<file path="config.mk">
export PLATFORM = sky130hd
export DESIGN_NAME = vga_pattern_ctrl
export DESIGN_NICKNAME = d
export VERILOG_FILES = /design/src/rtl/vga_pattern_ctrl.sv
export SDC_FILE = /design/constraint.sdc
export NUM_CORES = 1
export LEC_CHECK = 0
export ABC_AREA = 1
export BUFFER_PORTS_ARGS = -buffer_cell sky130_fd_sc_hd__clkbuf_2
export CAP_MARGIN = 30
export CORE_ASPECT_RATIO = 0.5
export CORE_UTILIZATION = 30
export CTS_CLUSTER_DIAMETER = 60
export DETAILED_ROUTE_END_ITERATION = 12
export HOLD_SLACK_MARGIN = 0.06
export PLACE_DENSITY = 0.47
export SYNTH_ARGS = -nofsm -noshare
export SYNTH_HDL_FRONTEND = slang
export SYNTH_SLANG_ARGS = --single-unit
</file>
<file path="constraint.sdc">
create_clock -name clk -period 5.1 [get_ports clk]
set_input_delay 0.51 -clock clk [delete_from_list [all_inputs] [get_ports clk]]
set_output_delay 0.51 -clock clk [all_outputs]
set_load 0.01 [all_outputs]
</file>
<file path="src/rtl/vga_pattern_ctrl.sv">
// vga_pattern_ctrl
//   VGA timing generator with a built-in test-pattern engine, single clock domain.
//   The pixel rate is a clock enable (pix_ce) from an internal divider, not a derived clock.
//   Registered outputs show the pixel at (h_cnt, v_cnt) one pix_ce after the counters point at it.
// Ports
//   clk, rst      system clock, asynchronous active-high reset
//   mode          pattern select: 0 bars, 1 grid, 2 gradient, 3 external
//   ext_data      external pixel for (pix_x, pix_y), valid while pix_req is high
//   pix_req       combinational: pix_ce while the counters are in the active area
//   pix_x, pix_y  combinational: current h/v counters
//   pix_ce        pixel clock enable, one clk wide
//   vga_hs/vs/de  registered sync and data enable
//   vga_rgb       registered {R,G,B}
//   frame_start   one-clk pulse alongside the first output of pixel (0,0)
//   frame_cnt     completed frames, wrapping
module vga_pattern_ctrl #(
    parameter int unsigned H_ACTIVE = 640,
    parameter int unsigned H_FP     = 16,
    parameter int unsigned H_SYNC   = 96,
    parameter int unsigned H_BP     = 48,
    parameter int unsigned V_ACTIVE = 480,
    parameter int unsigned V_FP     = 10,
    parameter int unsigned V_SYNC   = 2,
    parameter int unsigned V_BP     = 33,
    parameter bit          HS_POL   = 1'b0,
    parameter bit          VS_POL   = 1'b0,
    parameter int unsigned CLK_DIV  = 2,
    parameter int unsigned CW       = 12
) (
    input  logic          clk,
    input  logic          rst,
    input  logic [1:0]    mode,
    input  logic [23:0]   ext_data,
    output logic          pix_req,
    output logic [CW-1:0] pix_x,
    output logic [CW-1:0] pix_y,
    output logic          pix_ce,
    output logic          vga_hs,
    output logic          vga_vs,
    output logic          vga_de,
    output logic [23:0]   vga_rgb,
    output logic          frame_start,
    output logic [15:0]   frame_cnt
);

    localparam int unsigned H_TOTAL  = H_ACTIVE + H_FP + H_SYNC + H_BP;
    localparam int unsigned V_TOTAL  = V_ACTIVE + V_FP + V_SYNC + V_BP;
    localparam int unsigned HS_START = H_ACTIVE + H_FP;
    localparam int unsigned HS_END   = HS_START + H_SYNC;
    localparam int unsigned VS_START = V_ACTIVE + V_FP;
    localparam int unsigned VS_END   = VS_START + V_SYNC;
    localparam int unsigned BAR_W    = H_ACTIVE / 8;

    logic [CW-1:0] h_cnt;
    logic [CW-1:0] v_cnt;
    logic [1:0]    mode_q;
    logic          h_end;
    logic          v_end;
    logic          h_act;
    logic          v_act;
    logic          hs_on;
    logic          vs_on;
    logic          frame_first;
    logic [1:0]    mode_eff;
    logic [3:0]    bar_idx;
    logic [23:0]   pattern;
    logic [23:0]   rgb_next;

    // Pixel clock-enable divider; CLK_DIV == 1 keeps pix_ce permanently high.
    if (CLK_DIV > 1) begin : g_div
        localparam int unsigned DW = $clog2(CLK_DIV);
        logic [DW-1:0] div_cnt;

        always_ff @(posedge clk or posedge rst) begin
            if (rst) begin
                div_cnt <= '0;
            end else if (div_cnt == DW'(CLK_DIV - 1)) begin
                div_cnt <= '0;
            end else begin
                div_cnt <= div_cnt + 1'b1;
            end
        end

        assign pix_ce = (div_cnt == DW'(CLK_DIV - 1));
    end else begin : g_nodiv
        assign pix_ce = 1'b1;
    end

    assign h_end       = (h_cnt == CW'(H_TOTAL - 1));
    assign v_end       = (v_cnt == CW'(V_TOTAL - 1));
    assign h_act       = (h_cnt < CW'(H_ACTIVE));
    assign v_act       = (v_cnt < CW'(V_ACTIVE));
    assign hs_on       = (h_cnt >= CW'(HS_START)) && (h_cnt < CW'(HS_END));
    assign vs_on       = (v_cnt >= CW'(VS_START)) && (v_cnt < CW'(VS_END));
    assign frame_first = (h_cnt == '0) && (v_cnt == '0);

    assign pix_req = pix_ce && h_act && v_act;
    assign pix_x   = h_cnt;
    assign pix_y   = v_cnt;

    // Pixel (0,0) already uses the freshly sampled mode so a new frame is uniform.
    assign mode_eff = frame_first ? mode : mode_q;

    // Raster counters.
    always_ff @(posedge clk or posedge rst) begin
        if (rst) begin
            h_cnt <= '0;
            v_cnt <= '0;
        end else if (pix_ce) begin
            if (h_end) begin
                h_cnt <= '0;
                v_cnt <= v_end ? '0 : v_cnt + 1'b1;
            end else begin
                h_cnt <= h_cnt + 1'b1;
            end
        end
    end

    // Bar index by threshold compare; index 8 is the area past the last full bar.
    always_comb begin
        bar_idx = 4'd0;
        for (int unsigned i = 1; i <= 8; i++) begin
            if (h_cnt >= CW'(i * BAR_W)) begin
                bar_idx = 4'(i);
            end
        end
    end

    // Pattern generator for the current counters.
    always_comb begin
        pattern = 24'h000000;
        case (mode_eff)
            2'd0: begin
                case (bar_idx)
                    4'd0:    pattern = 24'hFFFFFF;
                    4'd1:    pattern = 24'hFFFF00;
                    4'd2:    pattern = 24'h00FFFF;
                    4'd3:    pattern = 24'h00FF00;
                    4'd4:    pattern = 24'hFF00FF;
                    4'd5:    pattern = 24'hFF0000;
                    4'd6:    pattern = 24'h0000FF;
                    default: pattern = 24'h000000;
                endcase
            end
            2'd1: begin
                if ((h_cnt[4:0] == 5'd0) || (v_cnt[4:0] == 5'd0)) begin
                    pattern = 24'hFFFFFF;
                end
            end
            2'd2:    pattern = {h_cnt[7:0], v_cnt[7:0], frame_cnt[7:0]};
            default: pattern = ext_data;
        endcase
        rgb_next = (h_act && v_act) ? pattern : 24'h000000;
    end

    // Output pipeline stage, mode latch and frame counter.
    always_ff @(posedge clk or posedge rst) begin
        if (rst) begin
            vga_hs    <= ~HS_POL;
            vga_vs    <= ~VS_POL;
            vga_de    <= 1'b0;
            vga_rgb   <= 24'h000000;
            mode_q    <= 2'd0;
            frame_cnt <= 16'd0;
        end else if (pix_ce) begin
            vga_hs  <= hs_on ? HS_POL : ~HS_POL;
            vga_vs  <= vs_on ? VS_POL : ~VS_POL;
            vga_de  <= h_act && v_act;
            vga_rgb <= rgb_next;
            if (frame_first) begin
                mode_q <= mode;
            end
            if (h_end && v_end) begin
                frame_cnt <= frame_cnt + 16'd1;
            end
        end
    end

    // Ungated by pix_ce so the pulse lasts exactly one clk.
    always_ff @(posedge clk or posedge rst) begin
        if (rst) begin
            frame_start <= 1'b0;
        end else begin
            frame_start <= pix_ce && frame_first;
        end
    end

endmodule
</file>
* Yosys cells after proc, flatten, opt, wreduce, memory -nomap -nowiden
Index checks and enable logic that the tools add are counted.
** Storage, ports and cells
- Register bits :: 71
- Output and inout bits :: 70
** Operators by class
- Add/subtract/negate cells :: 4
- $lt $le $gt $ge :: 14
- Equality and inequality tests :: 10
- Muxes and demuxes :: 18
- Reductions and logical operators :: 17
** Operators with widths (number)
- 24-bit one-hot mux with 7 select lines :: 1
- 24-bit one-hot mux with 3 select lines :: 1
- 12-bit by 9-bit >= comparator with 1-bit output, second input constant :: 4
- 24-bit two-way mux :: 2
- 12-bit by 10-bit >= comparator with 1-bit output, second input constant :: 3
- 4-bit two-way mux :: 7
- 12-bit by 1-bit adder with 12-bit output, second input constant :: 2
- 12-bit by 10-bit equality test with 1-bit output, second input constant :: 2
- 12-bit by 8-bit >= comparator with 1-bit output, second input constant :: 2
- 12-bit zero test :: 2
- 12-bit by 10-bit less-than comparator with 1-bit output, second input constant :: 2
- 12-bit by 9-bit less-than comparator with 1-bit output, second input constant :: 2
- 12-bit two-way mux :: 2
- 16-bit by 1-bit adder with 16-bit output, second input constant :: 1
- 4-bit by 3-bit equality test with 1-bit output, second input constant :: 3
- 12-bit by 7-bit >= comparator with 1-bit output, second input constant :: 1
- 5-bit zero test :: 2
- 4-bit by 2-bit equality test with 1-bit output, second input constant :: 2
- 1-bit logical AND :: 8
- 4-bit by 1-bit equality test with 1-bit output, second input constant :: 1
- 4-bit zero test :: 1
- 1-bit two-way mux :: 4
- 2-bit AND reduction :: 2
- 2-bit by 1-bit equality test with 1-bit output, second input constant :: 1
- other kinds (5) :: 5

* Logic depth before layout (Yosys ltp)
- Depth in word-level cells :: 13
- Mapped depth :: 13
- Depth with buffers taken out :: 12

* Worst setup path after synthesis
No wires, ideal clock.
- Path kind :: register -> output
- Start point :: register h_cnt[10] (netlist: pix_x[10])
- End point :: output port pix_req
- Arrival :: 1.450 ns
- Required time :: 4.590 ns
- Slack :: 3.140 ns
- Cell stages (with the launch flop) :: 10
- Path buffers :: 1
- Path through :: dfrtp_1 -> nor2_4 -> nand2_1 -> nor2_1 -> nand2_1 -> nand2_1 -> inv_1 -> nand3_1 -> buf_2 -> inv_1
** On the way
- Cells in the longest elaborated chain, start to end :: 3
** RTL lines
- start: declaration :: line 54 : logic [CW-1:0] h_cnt;
- start signal: assignment :: line 114 : h_cnt <= h_cnt + 1'b1;
- 12-bit by 10-bit less-than comparator with 1-bit output :: line 91 : assign h_act = (h_cnt < CW'(H_ACTIVE));
- 1-bit logical AND (2 in series) :: line 97 : assign pix_req = pix_ce && h_act && v_act;
- end: declaration :: line 34 : output logic pix_req,
Every way passes these cells.

* Final worst setup path
Same ends and word-level chain as after synthesis.

==> flow_metrics.py <==
metrics = {
    "outcome": {
        "run_status": "finished, final reports clean",
    },
    "route": {
        "antenna_left": 0,
        "drt_iter0_markers": 296,
        "wl_um": 12800,
        "wl_per_cell_um": 14.7,
        "drc": 0,
        "vias": 4083,
        "vias_per_cell": 4.68,
        "dr.pass1.iters": 5,
    },
    "cts": {
        "cts_buffers": 9,
        "htree_levels": 3,
        "clkTransAtPathRegs_ns": 0.06,
        "clock_sinks": 71,
        "post_cts_buffers": 0,
        "ctsHoldBuffers": 0,
        "clk-insertion-delay-late_ns": 0.34,
        "cts-root-buf": "clkbuf_16",
        "cts_buffer_depth": 2,
        "cts_resized": 0,
        "cts_tree": "done",
    },
    "sta": {
        "skew_ns": 0.0104,
        "fin_crit_ns": 2.53,
        "rsz0062_at_grt": "no",
        "tightest_slew_ns": 0.772,
        "min_period_over_period": 0.497,
        "hold_viol_final": 0,
        "hold_ws_ns": 0.200,
        "timing.slew.headroom": 0.483,
        "max_clock_freq_ghz": 0.395,
        "final.setup.tns_ns": 0,
        "finalSetupViolations": 0,
        "slew_viol_final": 0,
    },
    "logic_synthesis": {
        "synth_ff_type": "dfrtp_1",
        "synth_fa_ha_area_frac": 0.0142,
        "syn_avg_cell_area_sq_um": 7.59,
        "ys_types": 37,
        "synthXorXnorAreaFrac": 0.0516,
        "synth_edf_count": 0,
        "async_reset_ff_frac": 1.00,
        "synth_top_family_by_area": "simple AND/OR/NAND/NOR gates",
        "yosys.area_share.simple": 0.362,
        "synth_compound_area_frac": 0.0734,
        "yosysWarnings": 0,
        "synth.area.mux_share": 0,
        "netlist_area_sq_um": 4420,
        "syn_nets": 615,
        "ys_ff_latch": 71,
        "syn-instance-count": 582,
        "ys_seq_area_frac": 0.403,
    },
    "placed_design": {
        "hpwl_um": 9720,
        "io_buffer_count": 97,
        "dp.cells": 856,
        "gp_congestion": 0.858,
    },
    "floorplanning": {
        "die_area_sq_um": 15200,
        "start_util": 0.316,
        "die_y_um": 87.8,
        "io_pins": 98,
        "core_area_sq_um": 14000,
        "die_w_um": 174,
        "rows": 30,
    },
    "global_routing": {
        "grt_start_max_net_pins": 35,
        "grt_pass1_vias": 3872,
        "globalRouteOverflowTotal": 0,
        "grt_pass1_wl_um": 20600,
        "grt_antenna_before_repair": 0,
        "grt_usage": 0.176,
    },
    "final_layout": {
        "regArea_sq_um": 1780,
        "fillerInstances": 1528,
        "drive_gt1_frac": 0.224,
        "multi_input_area_sq_um": 2210,
        "area_growth_pct": 22.2,
        "fin_cells": 872,
        "antenna_cells": 0,
        "nets": 708,
    },
    "pwr": {
        "irDropWorstVdd_mv": 0.156,
        "powerDensity_nw_per_um2": 257,
        "p_leak_nw": 2.72,
    },
    "worst_setup_path": {
        "cpMostUsedCell": "nand2_1",
        "path_delay_family": "simple AND/OR/NAND/NOR gates",
        "crit_arrival_ns": 2.02,
        "critPathCaptureType": "output pin",
        "r2r_cells": 8,
        "rr_endpoint": "pix_y[7]$_DFFE_PP0P_",
        "crit_cells": 9,
        "crit_fanout": 11,
        "r2r_start": "pix_x[1]$_DFFE_PP0P_",
        "crit_path_start": "pix_x[10]$_DFFE_PP0P_",
        "timing.reg2reg.setup_slack_ns": 2.64,
        "cp_num_buf_inv": 3,
        "cp_slowest_stage_delay_ns": 0.44,
        "cp_slowest_cell": "dfrtp_1",
        "start_kind": "flop",
        "crit_end": "pix_req",
        "worstSetupPathType": "reg2out",
        "path_cells": "nor2_4 > nand2_1 > nor2_1 > nand2_1 > nand2_1 > inv_1 > nand3_1 > inv_1 > clkbuf_2",
        "worst_ep_required_time_ns": 4.59,
    },
    "job": {
        "maxCapViolCount": 0,
    },
    "hold_path": {
        "min_path_type": "in2async",
    },
}
cells by family after synthesis:
kind of cell    Yosys count
simple gates            321
buf+inv                  97
xor+xnor                 26
fa+ha+maj                 5
flops                    71
compound gates           62
cells in the mapped netlist, types with 4 or more instances:
| cell type | number | area share |
|---|---|---|
| xnor2_1 | 6 | 0.012 |
| nand2_2 | 5 | 0.0071 |
| nand3_1 | 54 | 0.061 |
| nor4_1 | 7 | 0.0099 |
| clkbuf_1 | 5 | 0.0042 |
| nor3_1 | 18 | 0.020 |
| nor2_1 | 41 | 0.035 |
| buf_2 | 6 | 0.0068 |
| inv_1 | 73 | 0.062 |
| nand2_1 | 161 | 0.14 |
| nor2_8 | 4 | 0.018 |
| a21oi_1 | 39 | 0.044 |
| ha_1 | 5 | 0.014 |
| dfrtp_1 | 69 | 0.39 |
| nand4_1 | 12 | 0.017 |
| nand2_4 | 4 | 0.010 |
| o21ai_0 | 16 | 0.018 |
| nor2_4 | 5 | 0.013 |
| xor2_1 | 20 | 0.040 |
| buf_6 | 5 | 0.013 |
flip-flops by register name, summed over array words and instances, names as in the netlist:
| name | cells |
|---|---|
| vga_rgb | 24 |
| pix_y | 12 |
| vga_vs | 1 |
| pix_ce | 1 |
| mode_q | 2 |
| vga_hs | 1 |
| frame_cnt | 16 |
| pix_x | 12 |
| frame_start | 1 |
| vga_de | 1 |
worst register-to-register path: stages (launching register included):
cell,delay (ns)
dfrtp_1,0.45
ha_1,0.22
nand2_1,0.09
nor2_1,0.20
nand4_2,0.20
nor2_1,0.64
nand2_1,0.21
nor3_1,0.22
xor2_1,0.16
per-stage QoR:
| step | util | power, mW | setup WS, ns | instance area, sq um |
|---|---|---|---|---|
| after floorplan | - | 0.658 | 2.80 | 4420 |
| after global placement | 0.360 | 0.700 | 2.58 | 5030 |
| after detailed placement | 0.363 | 0.703 | 2.68 | 5070 |
| after CTS | 0.386 | 1.40 | 2.58 | 5400 |
| after global routing | 0.386 | 1.44 | 2.36 | 5400 |
| final | 0.386 | 1.39 | 2.57 | 5400 |
per-layer routing:
layer  share of wire  GRT usage  wire length [um]
met1            0.52      0.247              6670
met2            0.43      0.276              5570
met3           0.041     0.0430               525
met4          0.0058     0.0359                74
met5               0          0                 0
where the power goes:
group | switching (mW) | internal [mW]
logic | 0.0631 | 0.0373
clock network | 0.255 | 0.440
registers | 0.0106 | 0.579
total | 0.329 | 1.06
worst min path at each step:
stage                                      start                   endpoint  slack, ns  depth (start not counted)
after floorplan            mode_q[0]$_DFFE_PP0P_      mode_q[0]$_DFFE_PP0P_       0.45                          2
after global placement    vga_rgb[9]$_DFFE_PP0P_     vga_rgb[9]$_DFFE_PP0P_       0.47                          2
after detailed placement  vga_rgb[9]$_DFFE_PP0P_     vga_rgb[9]$_DFFE_PP0P_       0.47                          2
after CTS                                    rst  frame_cnt[14]$_DFFE_PP0P_       0.22                          2
after global routing                         rst  frame_cnt[13]$_DFFE_PP0P_       0.24                          2
final                                        rst  frame_cnt[15]$_DFFE_PP0P_       0.20                          2
layout make-up:
type	instances	share of cell area
Clock inverter	6	0.0155
Timing Repair Buffer	101	0.101
Clock buffer	10	0.0443
Inverter	78	0.0547
Sequential cell	71	0.330
Tap cell	192	0.0445
Multi-Input combinational cell	414	0.410
cell usage in the layout (no fill, tap or decap), types with 2 or more instances in the layout:
master | synthesis | routed
xor2_1 | 20 | 20
nand2_4 | 4 | 4
clkbuf_16 | 0 | 9
nand3_1 | 54 | 54
inv_2 | 3 | 4
buf_4 | 3 | 2
o21ai_0 | 16 | 16
nand2_8 | 3 | 3
nor2_2 | 2 | 2
nand4_1 | 12 | 12
dfstp_2 | 2 | 2
nand2_1 | 161 | 161
inv_1 | 73 | 72
nand2_2 | 5 | 5
bufinv_16 | 0 | 2
nor2_4 | 5 | 5
nor4_1 | 7 | 7
dfrtp_1 | 69 | 69
nor3_1 | 18 | 18
clkinv_2 | 0 | 3
o22ai_1 | 2 | 2
xnor2_1 | 6 | 6
nor2_1 | 41 | 41
ha_1 | 5 | 5
clkbuf_2 | 0 | 97
a31oi_1 | 2 | 2
a21oi_1 | 39 | 39
nor2_8 | 4 | 4
Note: power is estimated with default switching activity, not from simulation.
